[src/rtl/fft_stream_bridge_if.sv]
// Stream, sample-RAM and FFT-engine handshake bundle for the FFT stream bridge.
// No storage; pure signal grouping.
// master = bridge side, slave = stream source/sink, RAM and FFT engine side.
interface fft_stream_bridge_if #(
  parameter int DATA_WIDTH = 32,
  parameter int ADDR_WIDTH = 12
);
  logic [DATA_WIDTH-1:0] s_tdata;
  logic                  s_tvalid;
  logic                  s_tlast;
  logic                  s_tready;
  logic [DATA_WIDTH-1:0] m_tdata;
  logic                  m_tvalid;
  logic                  m_tlast;
  logic                  m_tready;
  logic                  ram_we;
  logic                  ram_re;
  logic [ADDR_WIDTH-1:0] ram_addr;
  logic [DATA_WIDTH-1:0] ram_wdata;
  logic [DATA_WIDTH-1:0] ram_rdata;
  logic                  calc_start;
  logic                  calc_done;

  modport master (
    input  s_tdata, s_tvalid, s_tlast, m_tready, ram_rdata, calc_done,
    output s_tready, m_tdata, m_tvalid, m_tlast, ram_we, ram_re, ram_addr, ram_wdata, calc_start
  );

  modport slave (
    output s_tdata, s_tvalid, s_tlast, m_tready, ram_rdata, calc_done,
    input  s_tready, m_tdata, m_tvalid, m_tlast, ram_we, ram_re, ram_addr, ram_wdata, calc_start
  );
endinterface

[src/rtl/fft_stream_bridge.sv]
// Loads one frame into sample RAM (optionally bit-reversed), kicks the FFT, drains RAM to a stream.
// Latency: input write is combinational; first output beat RD_LAT cycles after the first RAM read.
// Backpressure: input stalls outside IDLE/LOAD; reads are credit-limited by an RD_LAT+1 deep output FIFO.
module fft_stream_bridge #(
  parameter int  DATA_WIDTH = 32,
  parameter int  ADDR_WIDTH = 12,
  parameter int  RD_LAT     = 1,
  localparam int LW         = $clog2(ADDR_WIDTH + 1)
) (
  input  logic                 i_clk,
  input  logic                 i_rstn,
  input  logic [LW-1:0]        i_log2_n,
  input  logic                 i_bitrev,
  fft_stream_bridge_if.master  bus_if,
  output logic                 o_busy,
  output logic                 o_err_len
);
  localparam int DEPTH = RD_LAT + 1;
  localparam int PW    = $clog2(DEPTH);
  localparam int CW    = $clog2(DEPTH + 1);
  localparam int CNTW  = ADDR_WIDTH + 1;

  typedef enum logic [2:0] {ST_IDLE, ST_LOAD, ST_FILL, ST_CALC, ST_DRAIN} state_t;

  state_t                state_q, state_d;
  logic [LW-1:0]         n_q, n_d, n_in;
  logic                  br_q, br_d;
  logic [CNTW-1:0]       cnt_q, cnt_d, rd_q, rd_d, out_q, out_d, last_idx;
  logic                  err_q, err_d;
  logic                  run_q, calc_q;
  logic [RD_LAT-1:0]     pipe_q;
  logic [CW-1:0]         infl_q, infl_d, fcnt_q, fcnt_d;
  logic [PW-1:0]         wp_q, wp_d, rp_q, rp_d;
  logic [DATA_WIDTH-1:0] mem_q [DEPTH];

  logic                  s_rdy, s_hs, re, ret, f_empty, m_vld, m_hs, push, pop, we;
  logic [ADDR_WIDTH-1:0] widx, waddr;
  logic [DATA_WIDTH-1:0] wdat, m_dat;

  // Bit-reverse the low n bits of idx when br is set, upper bits stay 0.
  function automatic logic [ADDR_WIDTH-1:0] map_addr(input logic [ADDR_WIDTH-1:0] idx,
                                                     input logic [LW-1:0] n, input logic br);
    logic [ADDR_WIDTH-1:0] rev;
    rev = {<<{idx}};
    if (br) return rev >> (LW'(ADDR_WIDTH) - n);
    return idx;
  endfunction

  function automatic logic [PW-1:0] next_ptr(input logic [PW-1:0] p);
    return (p == PW'(DEPTH - 1)) ? '0 : p + 1'b1;
  endfunction

  // Clamp the requested frame exponent into 1..ADDR_WIDTH.
  always_comb begin
    n_in = i_log2_n;
    if (i_log2_n == '0) n_in = LW'(1);
    else if (i_log2_n > LW'(ADDR_WIDTH)) n_in = LW'(ADDR_WIDTH);
  end

  assign last_idx = (CNTW'(1) << n_q) - CNTW'(1);
  assign s_rdy    = run_q && (state_q == ST_IDLE || state_q == ST_LOAD);
  assign s_hs     = s_rdy && bus_if.s_tvalid;
  assign ret      = pipe_q[RD_LAT-1];
  assign f_empty  = (fcnt_q == '0);
  // Returning RAM data bypasses an empty FIFO so the first beat appears RD_LAT cycles after its read.
  assign m_vld    = (state_q == ST_DRAIN) && (!f_empty || ret);
  assign m_dat    = f_empty ? bus_if.ram_rdata : mem_q[rp_q];
  assign m_hs     = m_vld && bus_if.m_tready;
  assign push     = ret && !(f_empty && bus_if.m_tready);
  assign pop      = !f_empty && m_hs;
  assign re       = (state_q == ST_DRAIN) && (rd_q <= last_idx) &&
                    (({1'b0, fcnt_q} + {1'b0, infl_q}) < (CW+1)'(DEPTH));

  // Next-state and write-side control.
  always_comb begin
    state_d = state_q;
    n_d     = n_q;
    br_d    = br_q;
    cnt_d   = cnt_q;
    rd_d    = rd_q;
    out_d   = out_q;
    err_d   = err_q;
    we      = 1'b0;
    widx    = cnt_q[ADDR_WIDTH-1:0];
    wdat    = bus_if.s_tdata;
    case (state_q)
      ST_IDLE: if (s_hs) begin
        we      = 1'b1;
        widx    = '0;
        n_d     = n_in;
        br_d    = i_bitrev;
        cnt_d   = CNTW'(1);
        err_d   = bus_if.s_tlast;
        state_d = bus_if.s_tlast ? ST_FILL : ST_LOAD;
      end
      ST_LOAD: if (s_hs) begin
        we    = 1'b1;
        cnt_d = cnt_q + CNTW'(1);
        if (cnt_q == last_idx) begin
          state_d = ST_CALC;
          if (!bus_if.s_tlast) err_d = 1'b1;
        end else if (bus_if.s_tlast) begin
          err_d   = 1'b1;
          state_d = ST_FILL;
        end
      end
      ST_FILL: begin
        we    = 1'b1;
        wdat  = '0;
        cnt_d = cnt_q + CNTW'(1);
        if (cnt_q == last_idx) state_d = ST_CALC;
      end
      ST_CALC: if (calc_q && bus_if.calc_done) begin
        state_d = ST_DRAIN;
        rd_d    = '0;
        out_d   = '0;
      end
      ST_DRAIN: begin
        if (re) rd_d = rd_q + CNTW'(1);
        if (m_hs) begin
          out_d = out_q + CNTW'(1);
          if (out_q == last_idx) state_d = ST_IDLE;
        end
      end
      default: state_d = ST_IDLE;
    endcase
  end

  assign waddr  = map_addr(widx, n_q, br_q);
  assign infl_d = infl_q + CW'(re) - CW'(ret);
  assign fcnt_d = fcnt_q + CW'(push) - CW'(pop);
  assign wp_d   = push ? next_ptr(wp_q) : wp_q;
  assign rp_d   = pop ? next_ptr(rp_q) : rp_q;

  // State, counters, read-latency pipe and FIFO pointers.
  always_ff @(posedge i_clk or negedge i_rstn) begin
    if (!i_rstn) begin
      state_q <= ST_IDLE;
      n_q     <= LW'(1);
      br_q    <= 1'b0;
      cnt_q   <= '0;
      rd_q    <= '0;
      out_q   <= '0;
      err_q   <= 1'b0;
      run_q   <= 1'b0;
      calc_q  <= 1'b0;
      pipe_q  <= '0;
      infl_q  <= '0;
      fcnt_q  <= '0;
      wp_q    <= '0;
      rp_q    <= '0;
    end else begin
      state_q <= state_d;
      n_q     <= n_d;
      br_q    <= br_d;
      cnt_q   <= cnt_d;
      rd_q    <= rd_d;
      out_q   <= out_d;
      err_q   <= err_d;
      run_q   <= 1'b1;
      calc_q  <= (state_q == ST_CALC);
      pipe_q  <= (pipe_q << 1) | RD_LAT'(re);
      infl_q  <= infl_d;
      fcnt_q  <= fcnt_d;
      wp_q    <= wp_d;
      rp_q    <= rp_d;
    end
  end

  // Output FIFO storage; only occupancy needs reset.
  always_ff @(posedge i_clk) begin
    if (push) mem_q[wp_q] <= bus_if.ram_rdata;
  end

  assign bus_if.s_tready   = s_rdy;
  assign bus_if.m_tvalid   = m_vld;
  assign bus_if.m_tdata    = m_vld ? m_dat : '0;
  assign bus_if.m_tlast    = m_vld && (out_q == last_idx);
  assign bus_if.ram_we     = we;
  assign bus_if.ram_re     = re;
  assign bus_if.ram_addr   = we ? waddr : (re ? rd_q[ADDR_WIDTH-1:0] : '0);
  assign bus_if.ram_wdata  = we ? wdat : '0;
  assign bus_if.calc_start = (state_q == ST_CALC) && !calc_q;
  assign o_busy            = (state_q != ST_IDLE);
  assign o_err_len         = err_q;
endmodule
[src/flat_wrapper.sv]
// flat-port wrapper written by rule: the top's interface ports become plain ports
module fft_stream_bridge_flat 
#(
  parameter int  DATA_WIDTH = 32,
  parameter int  ADDR_WIDTH = 12,
  parameter int  RD_LAT     = 1,
  localparam int LW         = $clog2(ADDR_WIDTH + 1)
)
  (i_clk, i_rstn, i_log2_n, i_bitrev, o_busy, o_err_len, bus_if_s_tdata, bus_if_s_tvalid, bus_if_s_tlast, bus_if_m_tready, bus_if_ram_rdata, bus_if_calc_done, bus_if_s_tready, bus_if_m_tdata, bus_if_m_tvalid, bus_if_m_tlast, bus_if_ram_we, bus_if_ram_re, bus_if_ram_addr, bus_if_ram_wdata, bus_if_calc_start);
  fft_stream_bridge_if #(.DATA_WIDTH(DATA_WIDTH), .ADDR_WIDTH(ADDR_WIDTH)) bus_if_i ();
  input  logic i_clk;
  input  logic i_rstn;
  input  logic [LW-1:0] i_log2_n;
  input  logic i_bitrev;
  output logic o_busy;
  output logic o_err_len;
  input wire logic [$bits(bus_if_i.s_tdata)-1:0] bus_if_s_tdata;
  input wire logic [$bits(bus_if_i.s_tvalid)-1:0] bus_if_s_tvalid;
  input wire logic [$bits(bus_if_i.s_tlast)-1:0] bus_if_s_tlast;
  input wire logic [$bits(bus_if_i.m_tready)-1:0] bus_if_m_tready;
  input wire logic [$bits(bus_if_i.ram_rdata)-1:0] bus_if_ram_rdata;
  input wire logic [$bits(bus_if_i.calc_done)-1:0] bus_if_calc_done;
  output wire logic [$bits(bus_if_i.s_tready)-1:0] bus_if_s_tready;
  output wire logic [$bits(bus_if_i.m_tdata)-1:0] bus_if_m_tdata;
  output wire logic [$bits(bus_if_i.m_tvalid)-1:0] bus_if_m_tvalid;
  output wire logic [$bits(bus_if_i.m_tlast)-1:0] bus_if_m_tlast;
  output wire logic [$bits(bus_if_i.ram_we)-1:0] bus_if_ram_we;
  output wire logic [$bits(bus_if_i.ram_re)-1:0] bus_if_ram_re;
  output wire logic [$bits(bus_if_i.ram_addr)-1:0] bus_if_ram_addr;
  output wire logic [$bits(bus_if_i.ram_wdata)-1:0] bus_if_ram_wdata;
  output wire logic [$bits(bus_if_i.calc_start)-1:0] bus_if_calc_start;
  assign bus_if_i.s_tdata = bus_if_s_tdata;
  assign bus_if_i.s_tvalid = bus_if_s_tvalid;
  assign bus_if_i.s_tlast = bus_if_s_tlast;
  assign bus_if_i.m_tready = bus_if_m_tready;
  assign bus_if_i.ram_rdata = bus_if_ram_rdata;
  assign bus_if_i.calc_done = bus_if_calc_done;
  assign bus_if_s_tready = bus_if_i.s_tready;
  assign bus_if_m_tdata = bus_if_i.m_tdata;
  assign bus_if_m_tvalid = bus_if_i.m_tvalid;
  assign bus_if_m_tlast = bus_if_i.m_tlast;
  assign bus_if_ram_we = bus_if_i.ram_we;
  assign bus_if_ram_re = bus_if_i.ram_re;
  assign bus_if_ram_addr = bus_if_i.ram_addr;
  assign bus_if_ram_wdata = bus_if_i.ram_wdata;
  assign bus_if_calc_start = bus_if_i.calc_start;
  fft_stream_bridge #(.DATA_WIDTH(DATA_WIDTH), .ADDR_WIDTH(ADDR_WIDTH), .RD_LAT(RD_LAT)) u_core (.i_clk(i_clk), .i_rstn(i_rstn), .i_log2_n(i_log2_n), .i_bitrev(i_bitrev), .bus_if(bus_if_i), .o_busy(o_busy), .o_err_len(o_err_len));
endmodule
[config.mk]
export PLATFORM = sky130hd
export DESIGN_NAME = fft_stream_bridge_flat
export DESIGN_NICKNAME = d
export VERILOG_FILES = /design/src/rtl/fft_stream_bridge_if.sv /design/src/rtl/fft_stream_bridge.sv /design/src/flat_wrapper.sv
export SDC_FILE = /design/constraint.sdc
export NUM_CORES = 1
export LEC_CHECK = 0
export CAP_MARGIN = 20
export CELL_PAD_IN_SITES_DETAIL_PLACEMENT = 1
export CELL_PAD_IN_SITES_GLOBAL_PLACEMENT = 2
export CORE_MARGIN = 4
export CORE_UTILIZATION = 32
export DETAILED_ROUTE_END_ITERATION = 6
export PLACE_DENSITY = 0.77
export SYNTH_ARGS = -nofsm -noshare
export SYNTH_HDL_FRONTEND = slang
export SYNTH_SLANG_ARGS = --single-unit
[constraint.sdc]
create_clock -name i_clk -period 6.4 [get_ports i_clk]
set_clock_uncertainty 0.05 [all_clocks]
set_input_delay 1.28 -clock i_clk [delete_from_list [all_inputs] [get_ports i_clk]]
set_output_delay 1.28 -clock i_clk [all_outputs]
set_load 0.05 [all_outputs]
==> impl_metrics.toml, run 1 <==
[sta]
rsz0062_at_grt = "false"
slew_violations = 0
relSlewSlack = 0.282
hold_viol = 0
setup_viol = 0
period_share = 0.942
layout_min_cycle_time_ps = 6030
finalSetupTns_ps = 0
worst_slew_pin_slew_ps = 1080
whs_ps = 466
fmax_mhz = 166

[cts]
cts_max_path_buffers = 2
clkSinkCount = 121
cts_hold_buf = 0
cts_buffers = 17
tritoncts = "done"
htree_num_levels = 4
insertion_delay_ps = 430
clkTransAtPathRegs_ps = 70
cts-root-buf = "clkbuf_16"

[pwr]
leakagePower_nw = 4.00
ir_drop_v = 0.000298
powerDensity_mw_per_mm2 = 419

[routing]
routed_wl_um = 26000
drc = 0
dr.first_iter.drc_count = 375
ant_nets = 0
dr_total_vias = 6932
drt_first_pass_iters = 4
wl_per_cell_um = 20.1
drt-vias-per-instance = 5.36

[finish]
multi_input_area_mm2 = 0.00418
area_delta_synth_final_pct = 31.2
fill_cells = 2738
antennaDiodeCount = 0
fin_nets = 1058
seq_area_mm2 = 0.00335
drive_gt1_frac = 0.115

[synth]
ys_types = 84
synth-simple-area-share = 0.193
synth_fp_nets = 918
synthArstFlopShare = 0.471
synth_compound_area_frac = 0.162
ys_seq_elements = 121
synthFlopType = "edfxtp_1"
synth_top_family_by_area = "simple AND/OR/NAND/NOR gates"
synth.yosys.seq_area_share = 0.423
synthAdderAreaFrac = 0.0436
yosys_warnings = 0
synthCells = 816
yosys.area_share.xor_xnor = 0.0483
syn_area_mm2 = 0.00793
synth_edf_count = 64
syn_avg_cell_area_um2 = 9.71
muxShareOfSynthArea = 0.0786

[critical_path]
critPathKind = "register to output port"
crit_fanout = 15
cpMostUsedCell = "buf_4"
critPathRequiredTime_ps = 5070
cp.arrival_ps = 4700
r2r-end = "u_core.infl_q[1]"
cp-end-kind = "output port"
cpPeakStageDelay_ps = 540
crit_chain = "buf_4 > ha_1 > and2b_1 > nand2_1 > ha_2 > buf_4 > nor3b_2 > o41ai_1 > a41oi_2 > ha_1 > a21o_1 > a21o_1 > a21oi_1 > o211ai_1 > a211o_1 > clkinvlp_4 > buf_12 > nand2_1 > o21ai_0 > buf_4"
rr_worst_depth = 20
worst_setup_path_start_kind = "register"
critical_path.slowest_cell = "dfstp_2"
r2r_slack_ps = 1730
crit_end = "bus_if_ram_addr[5]"
startpoint = "u_core.n_q[0]"
r2r-start = "u_core.n_q[0]"

[die]
fp.dieH_um = 165
die_w_um = 165
rows = 57
start_util = 0.326
core_area_mm2 = 0.0243
num_io_pins = 159
dieArea_mm2 = 0.0273

[min_path]
hold_start = "u_core.infl_q[0]"
hold_path_class = "register to register"

[global_route]
grt_max_degree = 58
antenna_found_initial = 0
grt_pass1_wl_um = 40500
grt_usage = 0.191
overflow = 0
grt_pass1_vias = 6930

[place]
hpwl_um = 18600
place.gp.congestion = 0.865
port_buffers = 158

[run]
drv_cap = 0

[outcome]
status = "completed"
-- power breakdown --
group	switching [mW]	leakage [nW]	internal, mW
clock	0.428	0.281	0.517
sequential	0.211	1.28	0.901
combinational	1.36	2.43	0.948
total	1.99	4.00	2.37
-- final cells by class --
type / instances / area share
multi-input cells: 601 / 0.402
flip-flops and latches: 121 / 0.322
repair buffers: 184 / 0.169
clock buffers: 17 / 0.0409
well taps: 324 / 0.0390
clock inverters: 15 / 0.0147
inverters: 31 / 0.0116
-- layout by cell type, fill, tap and decap left out, types with 4 or more instances in the layout --
cell type	count
edfxtp_1	64
inv_1	29
clkinv_4	4
and3_1	42
a2111oi_0	4
nand2b_1	5
or3_1	13
o21ai_1	5
and2_1	11
nor2b_1	7
a211o_1	4
a22oi_1	8
buf_4	38
or4_1	4
a211oi_1	37
a32oi_1	4
nor3_1	9
nor2_1	75
xnor2_1	27
mux4_2	8
nand3_1	31
o22ai_1	5
dfrtp_1	55
mux2i_1	38
o211ai_1	7
o21ai_0	46
a21oi_1	27
clkdlybuf4s50_1	143
nand2_1	60
ha_1	25
xor2_1	14
clkbuf_16	17
inv_6	5
nand4_1	11
-- timing repair --
| item | 4_1_cts | 5_1_grt |
|---|---|---|
| resized for setup | 0 | 3 |
| endpoints found under the setup margin | 0 | 13 |
| buffers inserted | 0 | 6 |
-- flip-flops by register name, indices dropped and copies added (netlist names) --
| signal | count |
|---|---|
| u_core.mem_q | 64 |
| u_core.cnt_q | 13 |
| u_core.out_q | 13 |
| u_core.rd_q | 13 |
| u_core.n_q | 4 |
| u_core.state_q | 3 |
| u_core.fcnt_q | 2 |
| u_core.infl_q | 2 |
| u_core.br_q | 1 |
| u_core.calc_q | 1 |
| u_core.o_err_len | 1 |
| u_core.pipe_q | 1 |
| u_core.rp_q | 1 |
| u_core.run_q | 1 |
| u_core.wp_q | 1 |
-- worst min path at each step --
| stage | slack, ps | to | depth (start not counted) |
|---|---|---|---|
| 2_1_floorplan | 410 | u_core.wp_q | 1 |
| 3_3_place_gp | 440 | u_core.infl_q[0] | 1 |
| 3_5_place_dp | 460 | u_core.wp_q | 1 |
| 4_1_cts | 470 | u_core.wp_q | 1 |
| 5_1_grt | 490 | u_core.wp_q | 1 |
| 6_report | 470 | u_core.infl_q[0] | 1 |
-- stage by stage --
step	instance area (um2)	util	worst slack [ps]	power [mW]	std cells
2_1_floorplan	7930	-	54.6	2.75	816
3_3_place_gp	9750	0.401	633	3.39	1255
3_5_place_dp	9750	0.401	475	3.41	1255
4_1_cts	10300	0.425	19.4	4.38	1287
5_1_grt	10400	0.428	12.0	4.68	1293
6_report	10400	0.428	374	4.36	1293
-- critical path: cells and delay by family (launching register included) --
family | cells | cell delay [ps]
buf+inv | 5 | 900
compound gates | 8 | 1580
flops | 1 | 540
simple gates | 4 | 470
fa+ha+maj | 3 | 760
-- per-layer routing --
layer / track usage / part of all wire / up-vias
li1: - / - / 3305
met1: 0.260 / 0.45 / 3465
met2: 0.315 / 0.49 / 142
met3: 0.0305 / 0.041 / 20
met4: 0.0521 / 0.014 / 0
met5: 0 / 0 / -
-- Yosys cell counts (4+ instances only) --
master,count,area (um2)
a2111oi_0,4,35.0
a211o_1,4,35.0
a211oi_1,37,278
a21oi_1,27,135
a22oi_1,8,60.1
a32oi_1,4,35.0
and2_1,11,68.8
and3_1,42,263
buf_1,4,15.0
buf_2,7,35.0
buf_6,5,56.3
clkbuf_1,44,165
dfrtp_1,56,1400
edfxtp_1,64,1920
ha_1,26,325
inv_1,29,109
mux2i_1,38,380
mux4_2,8,180
nand2_1,60,225
nand2b_1,5,31.3
nand3_1,31,155
nand4_1,11,68.8
nor2_1,76,285
nor2b_1,7,43.8
nor3_1,9,45.0
o211ai_1,7,52.6
o21ai_0,46,230
o21ai_1,6,30.0
o22ai_1,6,37.5
or3_1,13,81.3
or4_1,4,30.0
xnor2_1,27,236
xor2_1,14,123
-- kinds of logic after synthesis --
logic type / after synthesis
other: 1
muxes: 51
AOI/OAI and AO/OA: 186
and+or+nand+nor: 294
buffers and inverters: 94
adders and majority gates: 27
xor gates and xnor gates: 42
DFF: 121
(Power assumes the default switching activity.)
==> run 2, diff against run 1 <==
ABC_AREA = 0   (was not set)
PLACE_DENSITY = not set   (was 0.77)
PLACE_DENSITY_LB_ADDON = 0.2   (was not set)
==> run 2 against run 1 <==
Net effect:
- cell area fell by 0.52%
- register-to-register slack improved by 170 ps
- utilization fell by 0.22 points
- wire length fell by 3.9%
- sequential power barely moved
- maximum frequency fell by 0.12%
- combinational power barely moved
- via count fell by 1.9%
- non-clock buffer count fell by 5
- die area did not move
- worst setup slack got worse by 7.5 ps
- critical path type unchanged
==> impl_metrics.toml, run 2 (synthesis results as in run 1) <==
[place]
dp_slack_ps = 673
place.gp.congestion = 0.842
placedCellCount = 1256
hpwl_um = 18000
post_dp_cell_area_mm2 = 0.00976
port_buffers = 158

[sta]
setup_viol = 0
relSlewSlack = 0.329
rsz0062_at_grt = "false"
fmax_mhz = 166
finalSetupTns_ps = 0
period_share = 0.943
fin_ws_ps = 366
hold_viol = 0
worst_slew_pin_slew_ps = 1010
layout_min_cycle_time_ps = 6030
whs_ps = 453
slew_violations = 0

[critical_path]
worst_setup_path_start_kind = "register"
r2r-start = "u_core.n_q[0]"
cp.arrival_ps = 4700
worst-path-stages = 19
crit_fanout = 15
crit_chain = "buf_4 > ha_1 > and2b_1 > nand2_1 > ha_1 > buf_4 > nor3b_2 > o41ai_2 > a41oi_2 > ha_1 > a21o_1 > a21o_1 > a21oi_1 > o211ai_1 > a211o_1 > clkinv_1 > nand2_1 > o21ai_0 > buf_4"
critPathKind = "register to output port"
r2r_slack_ps = 1900
critPathRequiredTime_ps = 5070
critical_path.slowest_cell = "dfstp_2"
cp-end-kind = "output port"
startpoint = "u_core.n_q[0]"
cp_num_buf_inv = 4
crit_family = "compound AO/OA/AOI/OAI gates"
rr_worst_depth = 20
r2r-end = "u_core.infl_q[1]"
cpPeakStageDelay_ps = 530

[cts]
cts_hold_buf = 0
tritoncts = "done"
insertion_delay_ps = 420
cts-root-buf = "clkbuf_16"
htree_num_levels = 4
cts_max_path_buffers = 2
clkTransAtPathRegs_ps = 70
clkSinkCount = 121
cts_buffers = 17

[finish]
final_util = 0.425
fin_nets = 1053
drive_gt1_frac = 0.108
fill_cells = 2707
final_cell_mix = "clkdlybuf4s50_1 (143), nor2_1 (75), edfxtp_1 (64)"
largest_reg_flops = 64
antennaDiodeCount = 0
finalInstanceArea_mm2 = 0.0103
stdcell_count = 1288
final_common_cell = "clkdlybuf4s50_1"
largest_register = "u_core.mem_q"
area_delta_synth_final_pct = 30.5

[min_path]
hold_start = "u_core.infl_q[0]"
hold_path_class = "register to register"
hold_path_end = "u_core.infl_q[0]"
min_delay_path_depth = 1

[routing]
wl_per_cell_um = 19.4
dr_total_vias = 6799
routed_wl_um = 25000
ant_nets = 0
drt_first_pass_iters = 5
drt-vias-per-instance = 5.28
dr.first_iter.drc_count = 357
drc = 0

[global_route]
grt_usage = 0.180
antenna_found_initial = 0
grt_max_degree = 58
grt_pass1_vias = 6949
grt_pass1_wl_um = 38800
overflow = 0

[pwr]
leakagePower_nw = 3.97
powerDensity_mw_per_mm2 = 420
ir_drop_v = 0.000353
p_total_mw = 4.35

[outcome]
status = "completed"

[die]
fp.dieH_um = 165
start_util = 0.326
num_io_pins = 159
die_w_um = 165
dieArea_mm2 = 0.0273
core_area_mm2 = 0.0243
rows = 57

[run]
drv_cap = 0
[run 2: cell count changes in the layout (fill, tap and decap cells not counted)]
cell	delta
buf_12	-1
buf_4	-4
clkinv_1	+1
clkinv_4	-2
ha_1	+1
ha_2	-1
inv_8	+1
o21ai_0	-1
o21ai_1	+1
o22ai_1	+1
o22ai_2	-1
o41ai_1	-1
o41ai_2	+1
[run 2: metal layers]
metal / track usage / share of wire / up-vias
met2: 0.291 / 0.46 / 173
met5: 0 / 0 / -
met1: 0.251 / 0.48 / 3305
met3: 0.0362 / 0.048 / 23
li1: - / - / 3298
met4: 0.0405 / 0.011 / 0
[run 2: worst max path at each step]
| stage | endpoint | slack, ps |
|---|---|---|
| after floorplan | bus_if_ram_addr[0] | 50 |
| final | bus_if_ram_addr[3] | 370 |
| after global routing | bus_if_ram_addr[3] | 120 |
| after detailed placement | bus_if_ram_addr[3] | 670 |
| after global placement | bus_if_ram_addr[3] | 780 |
| after CTS | bus_if_ram_addr[3] | 220 |
[run 2: where the power goes]
group	switching (mW)	internal, mW
Clock	0.426	0.519
Combinational	1.36	0.944
Sequential	0.202	0.902
Total	1.98	2.36
[run 2: layout make-up]
cell class | count | area (um2) | area share
multi-input combinational | 601 | 4180 | 0.404
sequential | 121 | 3350 | 0.324
timing repair buffer | 179 | 1710 | 0.165
clock inverter | 15 | 154 | 0.0149
clock buffer | 17 | 425 | 0.0411
tap | 324 | 405 | 0.0392
inverter | 31 | 116 | 0.0112
[run 2: repair_timing]
| action | 4_1_cts | 5_1_grt |
|---|---|---|
| buffers inserted | 0 | 0 |
| setup endpoints to repair | 0 | 1 |
| gates resized for setup | 0 | 2 |
